===== src/rtl/cpu_ctrl_pkg.sv =====
// cpu_ctrl_pkg: shared definitions for the execution sequencer.
//   cpu_state_e : sequencer state encoding, also driven on the state output
//   HALT_INST   : instruction that stops RUN mode (beq x0,x0,0)
//   is_halt_inst: helper comparing an instruction word against HALT_INST
package cpu_ctrl_pkg;

   typedef enum logic [1:0] {
      ST_IDLE = 2'b00,
      ST_RUN  = 2'b01,
      ST_STEP = 2'b10,
      ST_HALT = 2'b11
   } cpu_state_e;

   localparam logic [31:0] HALT_INST = 32'h0000_0063;

   function automatic logic is_halt_inst(input logic [31:0] inst);
      return inst == HALT_INST;
   endfunction

endpackage


===== src/rtl/cpu_run_ctrl_if.sv =====
// cpu_run_ctrl_if: board/datapath-side signals of the execution sequencer.
//   key_step : raw step pushbutton, active-low, asynchronous
//   sw_run   : 1 = run, 0 = stop
//   bp_en    : breakpoint enable
//   bp_addr  : breakpoint PC
//   pc, inst : current PC and instruction from the datapath
//   cpu_en   : one-cycle execute strobe to the datapath
//   state    : sequencer state (00 IDLE, 01 RUN, 10 STEP, 11 HALT)
//   halted   : high while in HALT
//   step_cnt : executed instruction count, saturating
//   tick_led : toggles on every executed RUN tick
// Modport master is the sequencer, slave is the datapath/board side.
interface cpu_run_ctrl_if #(
   parameter int unsigned PC_W = 8
);
   logic            key_step;
   logic            sw_run;
   logic            bp_en;
   logic [PC_W-1:0] bp_addr;
   logic [PC_W-1:0] pc;
   logic [31:0]     inst;
   logic            cpu_en;
   logic [1:0]      state;
   logic            halted;
   logic [15:0]     step_cnt;
   logic            tick_led;

   modport master (
      input  key_step, sw_run, bp_en, bp_addr, pc, inst,
      output cpu_en, state, halted, step_cnt, tick_led
   );

   modport slave (
      output key_step, sw_run, bp_en, bp_addr, pc, inst,
      input  cpu_en, state, halted, step_cnt, tick_led
   );
endinterface


===== src/rtl/key_debounce.sv =====
// key_debounce: synchronises and debounces an active-low pushbutton.
//   clk   : system clock
//   rst   : asynchronous reset, active-low
//   key_n : raw key, active-low, asynchronous to clk
//   level : accepted (debounced) key level, 1 = released
//   press : one-cycle pulse on the accepted 1->0 transition
module key_debounce #(
   parameter int unsigned DEB_CYCLES = 1000000
) (
   input  logic clk,
   input  logic rst,
   input  logic key_n,
   output logic level,
   output logic press
);

   localparam int unsigned CNT_W = (DEB_CYCLES > 1) ? $clog2(DEB_CYCLES) : 1;
   localparam logic [CNT_W-1:0] CNT_LAST = CNT_W'(DEB_CYCLES - 1);

   logic [1:0]       sync_q;
   logic             level_q, level_d;
   logic [CNT_W-1:0] cnt_q, cnt_d;
   logic             press_q, press_d;
   logic             key_s;

   assign key_s = sync_q[1];

   // The counter only runs while the synchronised key disagrees with the
   // accepted level; any agreeing sample restarts the stability window.
   always_comb begin
      level_d = level_q;
      cnt_d   = '0;
      press_d = 1'b0;
      if (key_s != level_q) begin
         if (cnt_q == CNT_LAST) begin
            level_d = key_s;
            press_d = level_q;  // only the 1->0 change is a press
         end else begin
            cnt_d = cnt_q + 1'b1;
         end
      end
   end

   always_ff @(posedge clk or negedge rst) begin
      if (!rst) begin
         sync_q  <= 2'b11;
         level_q <= 1'b1;
         cnt_q   <= '0;
         press_q <= 1'b0;
      end else begin
         sync_q  <= {sync_q[0], key_n};
         level_q <= level_d;
         cnt_q   <= cnt_d;
         press_q <= press_d;
      end
   end

   assign level = level_q;
   assign press = press_q;

endmodule


===== src/rtl/cpu_run_ctrl.sv =====
// cpu_run_ctrl: execution sequencer for the single-cycle RISC-V datapath.
// The datapath runs on clk and advances only in cycles where cpu_en is high.
//   clk : system clock
//   rst : asynchronous reset, active-low
//   bus : cpu_run_ctrl_if master (key/switch/breakpoint inputs, pc/inst,
//         cpu_en strobe, state/halted/step_cnt/tick_led status)
module cpu_run_ctrl
   import cpu_ctrl_pkg::*;
#(
   parameter int unsigned CLK_HZ     = 50000000,
   parameter int unsigned RUN_HZ     = 2,
   parameter int unsigned DEB_CYCLES = 1000000,
   parameter int unsigned PC_W       = 8
) (
   input  logic          clk,
   input  logic          rst,
   cpu_run_ctrl_if.master bus
);

   localparam int unsigned TICK_DIV = CLK_HZ / RUN_HZ;
   localparam int unsigned PRE_W    = (TICK_DIV > 1) ? $clog2(TICK_DIV) : 1;
   localparam logic [PRE_W-1:0] PRE_LAST = PRE_W'(TICK_DIV - 1);

   cpu_state_e       state_q, state_d;
   logic [PRE_W-1:0] presc_q, presc_d;
   logic             cpu_en_q, cpu_en_d;
   logic             led_q, led_d;
   logic [15:0]      cnt_q, cnt_d;
   logic             press;
   logic             run_tick;
   logic             bp_hit;
   logic [PC_W-1:0]  pc_s, bp_addr_s;
   // Accepted key level is not needed here; press carries the event.
   logic             unused_key_level;

   key_debounce #(
      .DEB_CYCLES (DEB_CYCLES)
   ) u_key_debounce (
      .clk   (clk),
      .rst   (rst),
      .key_n (bus.key_step),
      .level (unused_key_level),
      .press (press)
   );

   assign pc_s      = bus.pc;
   assign bp_addr_s = bus.bp_addr;
   assign run_tick  = (state_q == ST_RUN) && (presc_q == PRE_LAST);
   assign bp_hit    = bus.bp_en && (pc_s == bp_addr_s);

   always_comb begin
      state_d  = state_q;
      presc_d  = '0;
      cpu_en_d = 1'b0;
      led_d    = led_q;
      unique case (state_q)
         ST_IDLE: begin
            if (bus.sw_run) begin
               state_d = ST_RUN;
            end else if (press) begin
               state_d = ST_STEP;
            end
         end
         ST_RUN: begin
            // Leaving RUN beats a same-cycle tick; the prescaler drops to 0.
            if (!bus.sw_run) begin
               state_d = ST_IDLE;
            end else if (run_tick) begin
               if (bp_hit || is_halt_inst(bus.inst)) begin
                  state_d = ST_HALT;
               end else begin
                  cpu_en_d = 1'b1;
                  led_d    = ~led_q;
               end
            end else begin
               presc_d = presc_q + 1'b1;
            end
         end
         ST_STEP: begin
            // Stepping deliberately skips breakpoint and halt checks.
            cpu_en_d = 1'b1;
            state_d  = ST_IDLE;
         end
         ST_HALT: begin
            if (press) begin
               state_d = ST_STEP;
            end
         end
         default: state_d = ST_IDLE;
      endcase
   end

   always_comb begin
      cnt_d = cnt_q;
      if (cpu_en_q && (cnt_q != 16'hFFFF)) begin
         cnt_d = cnt_q + 16'd1;
      end
   end

   always_ff @(posedge clk or negedge rst) begin
      if (!rst) begin
         state_q  <= ST_IDLE;
         presc_q  <= '0;
         cpu_en_q <= 1'b0;
         led_q    <= 1'b0;
         cnt_q    <= '0;
      end else begin
         state_q  <= state_d;
         presc_q  <= presc_d;
         cpu_en_q <= cpu_en_d;
         led_q    <= led_d;
         cnt_q    <= cnt_d;
      end
   end

   assign bus.cpu_en   = cpu_en_q;
   assign bus.state    = state_q;
   assign bus.halted   = (state_q == ST_HALT);
   assign bus.step_cnt = cnt_q;
   assign bus.tick_led = led_q;

endmodule


===== src/flat_wrapper.sv =====
// flat-port wrapper written by rule: the top's interface ports become plain ports
module cpu_run_ctrl_flat import cpu_ctrl_pkg::*;
#(
   parameter int unsigned CLK_HZ     = 50000000,
   parameter int unsigned RUN_HZ     = 2,
   parameter int unsigned DEB_CYCLES = 1000000,
   parameter int unsigned PC_W       = 8
)
  (clk, rst, bus_key_step, bus_sw_run, bus_bp_en, bus_bp_addr, bus_pc, bus_inst, bus_cpu_en, bus_state, bus_halted, bus_step_cnt, bus_tick_led);
  cpu_run_ctrl_if #(.PC_W(PC_W)) bus_i ();
  input  logic clk;
  input  logic rst;
  input wire logic [$bits(bus_i.key_step)-1:0] bus_key_step;
  input wire logic [$bits(bus_i.sw_run)-1:0] bus_sw_run;
  input wire logic [$bits(bus_i.bp_en)-1:0] bus_bp_en;
  input wire logic [$bits(bus_i.bp_addr)-1:0] bus_bp_addr;
  input wire logic [$bits(bus_i.pc)-1:0] bus_pc;
  input wire logic [$bits(bus_i.inst)-1:0] bus_inst;
  output wire logic [$bits(bus_i.cpu_en)-1:0] bus_cpu_en;
  output wire logic [$bits(bus_i.state)-1:0] bus_state;
  output wire logic [$bits(bus_i.halted)-1:0] bus_halted;
  output wire logic [$bits(bus_i.step_cnt)-1:0] bus_step_cnt;
  output wire logic [$bits(bus_i.tick_led)-1:0] bus_tick_led;
  assign bus_i.key_step = bus_key_step;
  assign bus_i.sw_run = bus_sw_run;
  assign bus_i.bp_en = bus_bp_en;
  assign bus_i.bp_addr = bus_bp_addr;
  assign bus_i.pc = bus_pc;
  assign bus_i.inst = bus_inst;
  assign bus_cpu_en = bus_i.cpu_en;
  assign bus_state = bus_i.state;
  assign bus_halted = bus_i.halted;
  assign bus_step_cnt = bus_i.step_cnt;
  assign bus_tick_led = bus_i.tick_led;
  cpu_run_ctrl #(.CLK_HZ(CLK_HZ), .RUN_HZ(RUN_HZ), .DEB_CYCLES(DEB_CYCLES), .PC_W(PC_W)) u_core (.clk(clk), .rst(rst), .bus(bus_i));
endmodule

===== config.mk =====
export PLATFORM = sky130hd
export DESIGN_NAME = cpu_run_ctrl_flat
export DESIGN_NICKNAME = d
export VERILOG_FILES = /design/src/rtl/cpu_ctrl_pkg.sv /design/src/rtl/cpu_run_ctrl_if.sv /design/src/rtl/key_debounce.sv /design/src/rtl/cpu_run_ctrl.sv /design/src/flat_wrapper.sv
export SDC_FILE = /design/constraint.sdc
export NUM_CORES = 1
export LEC_CHECK = 0
export ABC_AREA = 1
export BUFFER_PORTS_ARGS = -buffer_cell sky130_fd_sc_hd__buf_2
export CAP_MARGIN = 20
export CORE_ASPECT_RATIO = 0.7
export CORE_MARGIN = 2
export CORE_UTILIZATION = 31
export CTS_BUF_LIST = sky130_fd_sc_hd__clkbuf_8
export CTS_CLUSTER_SIZE = 24
export DETAILED_ROUTE_END_ITERATION = 6
export HOLD_SLACK_MARGIN = 0.03
export SYNTH_ARGS = -nofsm -noshare
export SYNTH_HDL_FRONTEND = slang
export SYNTH_SLANG_ARGS = --single-unit
export TNS_END_PERCENT = 50

===== constraint.sdc =====
create_clock -name clk -period 1.5 [get_ports clk]
set_input_delay 0.15 -clock clk [delete_from_list [all_inputs] [get_ports clk]]
set_output_delay 0.15 -clock clk [all_outputs]
set_load 0.02 [all_outputs]

# --- Word-level counts from Yosys, hierarchy flattened ---
# Cells that the tools add are included.
word_totals:
  register_bits: 69
  input_bits: 53
  out_inout_bits: 21
  elab_cells: 50
classes:
  n_addsub: 3
  n_eq_ne: 11
  mux: 17
  bitwise: 2
  reduce_logical: 8
op_table:
  columns: ["op", "count"]
  rows:
  - ["$mux W25", 3]
  - ["$mux W20", 2]
  - ["$eq A32 B7 Y1 const B", 1]
  - ["$add A25 B1 Y25 const B", 1]
  - ["$eq A25 B25 Y1 const B", 1]
  - ["$add A20 B1 Y20 const B", 1]
  - ["$eq A20 B20 Y1 const B", 1]
  - ["$add A16 B1 Y16 const B", 1]
  - ["$ne A16 B16 Y1 const B", 1]
  - ["$mux W2", 5]
  - ["$eq A8 B8 Y1", 1]
  - ["$pmux W2 S4", 1]
  - ["$mux W1", 5]
  - ["$eq A2 B2 Y1 const B", 2]
  - ["$reduce_and A2 Y1", 2]
  - ["$reduce_and A4 Y1", 1]
  - ["$logic_and A1 B1 Y1", 3]
  - ["$ne A3 B2 Y1 const B", 1]
  - ["$ne A3 B3 Y1 const B", 1]
  - ["$eq A2 B1 Y1 const B", 1]
  - ["$logic_not A2 Y1", 1]
  - ["$not A1 Y1", 2]
  - ["$pmux W1 S2", 1]
  - ["$logic_or A1 B1 Y1", 1]
  - ["$ne A1 B1 Y1", 1]

# --- Longest topological paths before layout ---
depth:
  depth_word: 7
  mapped_depth: 12
  ltp_nobuf: 12

# --- By module ---
# From an unflattened synthesis, not the netlist that was laid out.
unflattened:
  cells_unflattened: 547
  hier_area_um2: 4159.0
modules_own_cells:
  columns: ["mod", "instances", "cells_each", "area_per_inst_um2", "seq_area_each_um2"]
  rows:
  - ["cpu_run_ctrl", 1, 383, 2805.2, 1126.1]
  - ["key_debounce", 1, 164, 1353.8, 604.3]

# --- Worst setup path after synthesis ---
# No wires, ideal clock.
synth_timing:
  kind: "register -> register"
  from: "reg u_core.cnt_q[0], in the netlist u_core.bus.step_cnt[0]"
  to: "reg u_core.cnt_q[8], in the netlist u_core.bus.step_cnt[8]"
  setup_ns: 0.135
  t_arrival_ns: 1.444
  t_required_ns: 1.365
  path_slack_ns: -0.079
  path_stages_with_launch: 9
  path_buffers: 1
  synth_period_minus_slack_ns: 1.579
  cell_sequence: "dfrtp_1 -> ha_1 -> nand3_1 -> nor3_1 -> nand3_1 -> nand2_1 -> buf_4 -> nor3_1 -> xor2_1"
synth_via:
  elab_chain_len: 2
  word_cells_on_any_way: 3
  cone_classes: "add/sub: 1; eq/ne: 1; reduce/logical: 1"
synth_rtl:
  columns: ["item", "line", "source"]
  rows:
  - ["start: declaration", "cpu_run_ctrl.sv:28", "logic [15:0] cnt_q, cnt_d;"]
  - ["start signal: assignment", "cpu_run_ctrl.sv:112", "cnt_q <= cnt_d;"]
  - ["parallel branches: the longest is 2 deep, another holds $add A16 B1 Y16", null, null]
# Parallel ways; which one is timed is not known.
# A chain may end at the register's enable or synchronous reset.

# --- Worst setup path after layout ---
layout_timing:
  from: "reg u_core.u_key_debounce.cnt_q[1]"
  to: "reg u_core.u_key_debounce.cnt_q[12]"
layout_via:
  elab_chain_len: 3
  word_cells_on_any_way: 4
  cone_classes: "add/sub: 1; eq/ne: 1; mux: 2"
layout_rtl:
  columns: ["item", "line", "source"]
  rows:
  - ["start: declaration", "key_debounce.sv:22", "logic [CNT_W-1:0] cnt_q, cnt_d;"]
  - ["start signal: assignment", "key_debounce.sv:53", "cnt_q <= cnt_d;"]
  - ["$add A20 B1 Y20 or $eq A20 B20 Y1 (tied branches)", "key_debounce.sv:39, key_debounce.sv:35", null]
  - ["$mux W20 (*)", "key_debounce.sv:35", "if (cnt_q == CNT_LAST) begin"]
  - ["$mux W20 (*)", "key_debounce.sv:34", "if (key_s != level_q) begin"]
  - ["net u_core.u_key_debounce.cnt_d[12]", "key_debounce.sv:22", null]
# The timed path passes the listed nets; every way through them passes the cells marked *.

==> metrics.yaml <==
cp-start-kind: "flop"
grt_pass1_vias: 3990
rows: 34
status: "finished with violations"
setup_viol: 45
start_util_pct: 31.92
io_buffers: 73
syn-cell-area_sq_um: 3979
setup_ws_ps: -129.2
yosysSeqAreaShare_pct: 43.49
antenna_cells: 0
slew_viol_final: 0
path_class: "flop to flop"
vias: 3948
place_ws_ps: -154.1
ant_nets: 0
synth_commonest_cells: "121 x nor2_1, 113 x nand2_1, 69 x inv_1, 66 x dfrtp_1, 33 x nor3_1"
htree_num_levels: 3
power.leakage_nw: 2.589
yosys_warnings: 0
power_density_nw_per_um2: 879.1
synth_edf_count: 0
cts_tree: "done"
wirelength_mm: 10.24
hold_viol_final: 0
dieWidth_um: 139.4
worst_pin_slew_ps: 340.1
violations: "negative setup slack"
overflow: 0
numCtsBuffers: 9
dieHeight_um: 98.79
grt_use_total_pct: 15.53
placed_area_sq_um: 5022
num_io_pins: 74
nNetsFinal: 755
synth.most_common_cell: "nor2_1"
syn_nets: 602
crit_required_ps: 1730
drt_iter0_drc: 186
synth_top_cell_by_area: "dfrtp_1"
rsz0062_at_grt: "true"
synth_top_cell_area_share_pct: 41.51
fin_crit_sh_pct: 108.6
first_pass_iters: 4
cap_violations: 0
antenna_found_initial: 0
crit_fanout: 4
drive_above_1_share_pct: 33.00
route.detailed.drc: 0
area_delta_synth_final_pct: 38.93
clk_latency_ps: 340
ir_drop_uv: 524.4
grt_max_degree: 39
clk_pin_slew_ps: 70
clock_skew_ps: 13.06
synthFlopType: "dfrtp_1"
critPathArrivalTime_ps: 1850
wire_per_inst_um: 11.88
die-area_sq_um: 13770
crit_path_end_kind: "flop"
async_reset_ff_share_pct: 100.0
worstSetupStartpoint: "u_core.u_key_debounce.cnt_q[1]$_DFF_PN0_"
coreArea_sq_um: 12460
max-slew-margin-rel_pct: 77.15
synthCells: 542
synth_area_per_cell_sq_um: 7.341
clockBufferDepth: 2
hpwl_mm: 7.881
min_path_type: "input pin to flop"
postLayoutCellArea_sq_um: 5528
ys_types: 31
fmax_mhz: 613.8
netlist_top_cells_area: "dfrtp_1 42%, nor2_1 11%, nand2_1 11%"
ys_ff_latch: 69
cts_root_buf: "clkbuf_8"
reg2reg_from: "u_core.u_key_debounce.cnt_q[1]$_DFF_PN0_"
cts.sinks: 69
min_period_ps: 1629
avgViaCountPerCell: 4.580
hp-start: "bus_sw_run"
gp_congestion: 0.8970
grt_first_pass_wirelength_mm: 17.60
holdWs_ps: 229.9
==> layout make-up <==
type	instances	area, sq um
timing repair buffer	145	930.9
sequential	69	1733
clock buffer	10	137.6
clock inverter	6	102.6
inverter	75	286.5
multi-input combinational	395	2135
fill	1231	6937
tap	162	202.7
==> path summary, 6_finish.rpt <==
path	endpoint	slack (ps)	depth (start not counted)
hold / removal	u_core.bus.state[0]$_DFFE_PN0P_	230	5
hold reg to reg	u_core.u_key_debounce.sync_q[1]$_DFF_PN1_	360	0
max in group asynchronous	u_core.bus.step_cnt[9]$_DFFE_PN0P_	570	4
setup / recovery	u_core.u_key_debounce.cnt_q[12]$_DFF_PN0_	-130	7
min in group asynchronous	u_core.bus.tick_led$_DFFE_PN0P_	240	2
setup reg to reg	u_core.u_key_debounce.cnt_q[12]$_DFF_PN0_	-130	7
==> metrics by stage <==
step                util (%)  cells  TNS (ps)  total power [mW]
floorplan                  -    542    -36.94             2.569
global placement       40.29    839    -885.7             2.950
detailed placement     40.29    839     -3290             2.985
CTS                    43.30    860     -2611             4.909
global route           44.35    862    -10040             5.133
finish                 44.35    862     -3597             4.859
==> cells by family (layout without fill, tap and decap cells) <==
logic type               count (synthesis)  count (layout)  synth area share (%)
AND/OR/NAND/NOR                        337             338                 37.20
buffers and inverters                   79             236                 7.956
flip-flops                              69              69                 43.49
XOR/XNOR                                26              26                 5.723
AO/OA/AOI/OAI                           24              24                 3.427
adder cells (fa/ha/maj)                  7               7                 2.201
==> power by group <==
| part | internal (mW) | switching [mW] |
|---|---|---|
| sequential | 1.95 | 0.0730 |
| clock | 1.14 | 0.709 |
| combinational | 0.428 | 0.565 |
| total | 3.51 | 1.35 |
==> sequential cells by signal, indices dropped and copies added, names as in the netlist <==
name,flops
u_core.bus.state,2
u_core.bus.cpu_en,1
u_core.u_key_debounce.press,1
u_core.bus.tick_led,1
u_core.presc_q,25
u_core.u_key_debounce.cnt_q,20
u_core.bus.step_cnt,16
u_core.u_key_debounce.sync_q,2
u_core.u_key_debounce.level,1
==> repair_timing <==
| item | CTS | global route |
|---|---|---|
| hold endpoints to repair | 11 | 0 |
| gates resized for setup | 26 | 32 |
| setup buffers | 2 | 2 |
| pin swaps | 5 | 12 |
| setup endpoints to repair | 46 | 58 |
| hold buffers | 2 | 0 |
| cloned | 1 | 0 |
==> layout by cell type (no fill, tap or decap), types with 3 or more instances in the layout <==
cell type	count
nor2_1	108
nand2_1	107
buf_2	73
inv_1	69
buf_4	67
dfrtp_1	64
nand3_1	26
nor3_1	25
xor2_1	18
nand4_1	14
nor2_2	12
nand2_2	12
clkbuf_8	10
a21oi_1	9
nor3_2	9
nor2_4	8
inv_2	7
nand3_2	6
xnor2_1	6
ha_1	5
o21ai_0	4
o22ai_1	3
bufinv_16	3
dfstp_2	3
==> per-layer routing <==
| layer | global-route usage (%) | wire (um) | up-vias | part of all wire, % |
|---|---|---|---|---|
| met5 | 0 | 0 | - | 0 |
| met4 | 3.807 | 54 | 0 | 0.53 |
| met3 | 3.547 | 477 | 4 | 4.7 |
| met2 | 25.53 | 4726 | 97 | 46 |
| met1 | 20.94 | 4979 | 1832 | 49 |
| li1 | - | - | 2015 | - |
==> worst max-delay path, cell delays in order (launching register included) <==
cell and delay [ps]:
dfrtp_1 370, ha_2 180, nand4_1 250, nor2_4 260, inv_2 70, nor3_4 160, xor2_1 170, nor2_1 50
No activity file was read; power rests on OpenSTA's default activity.
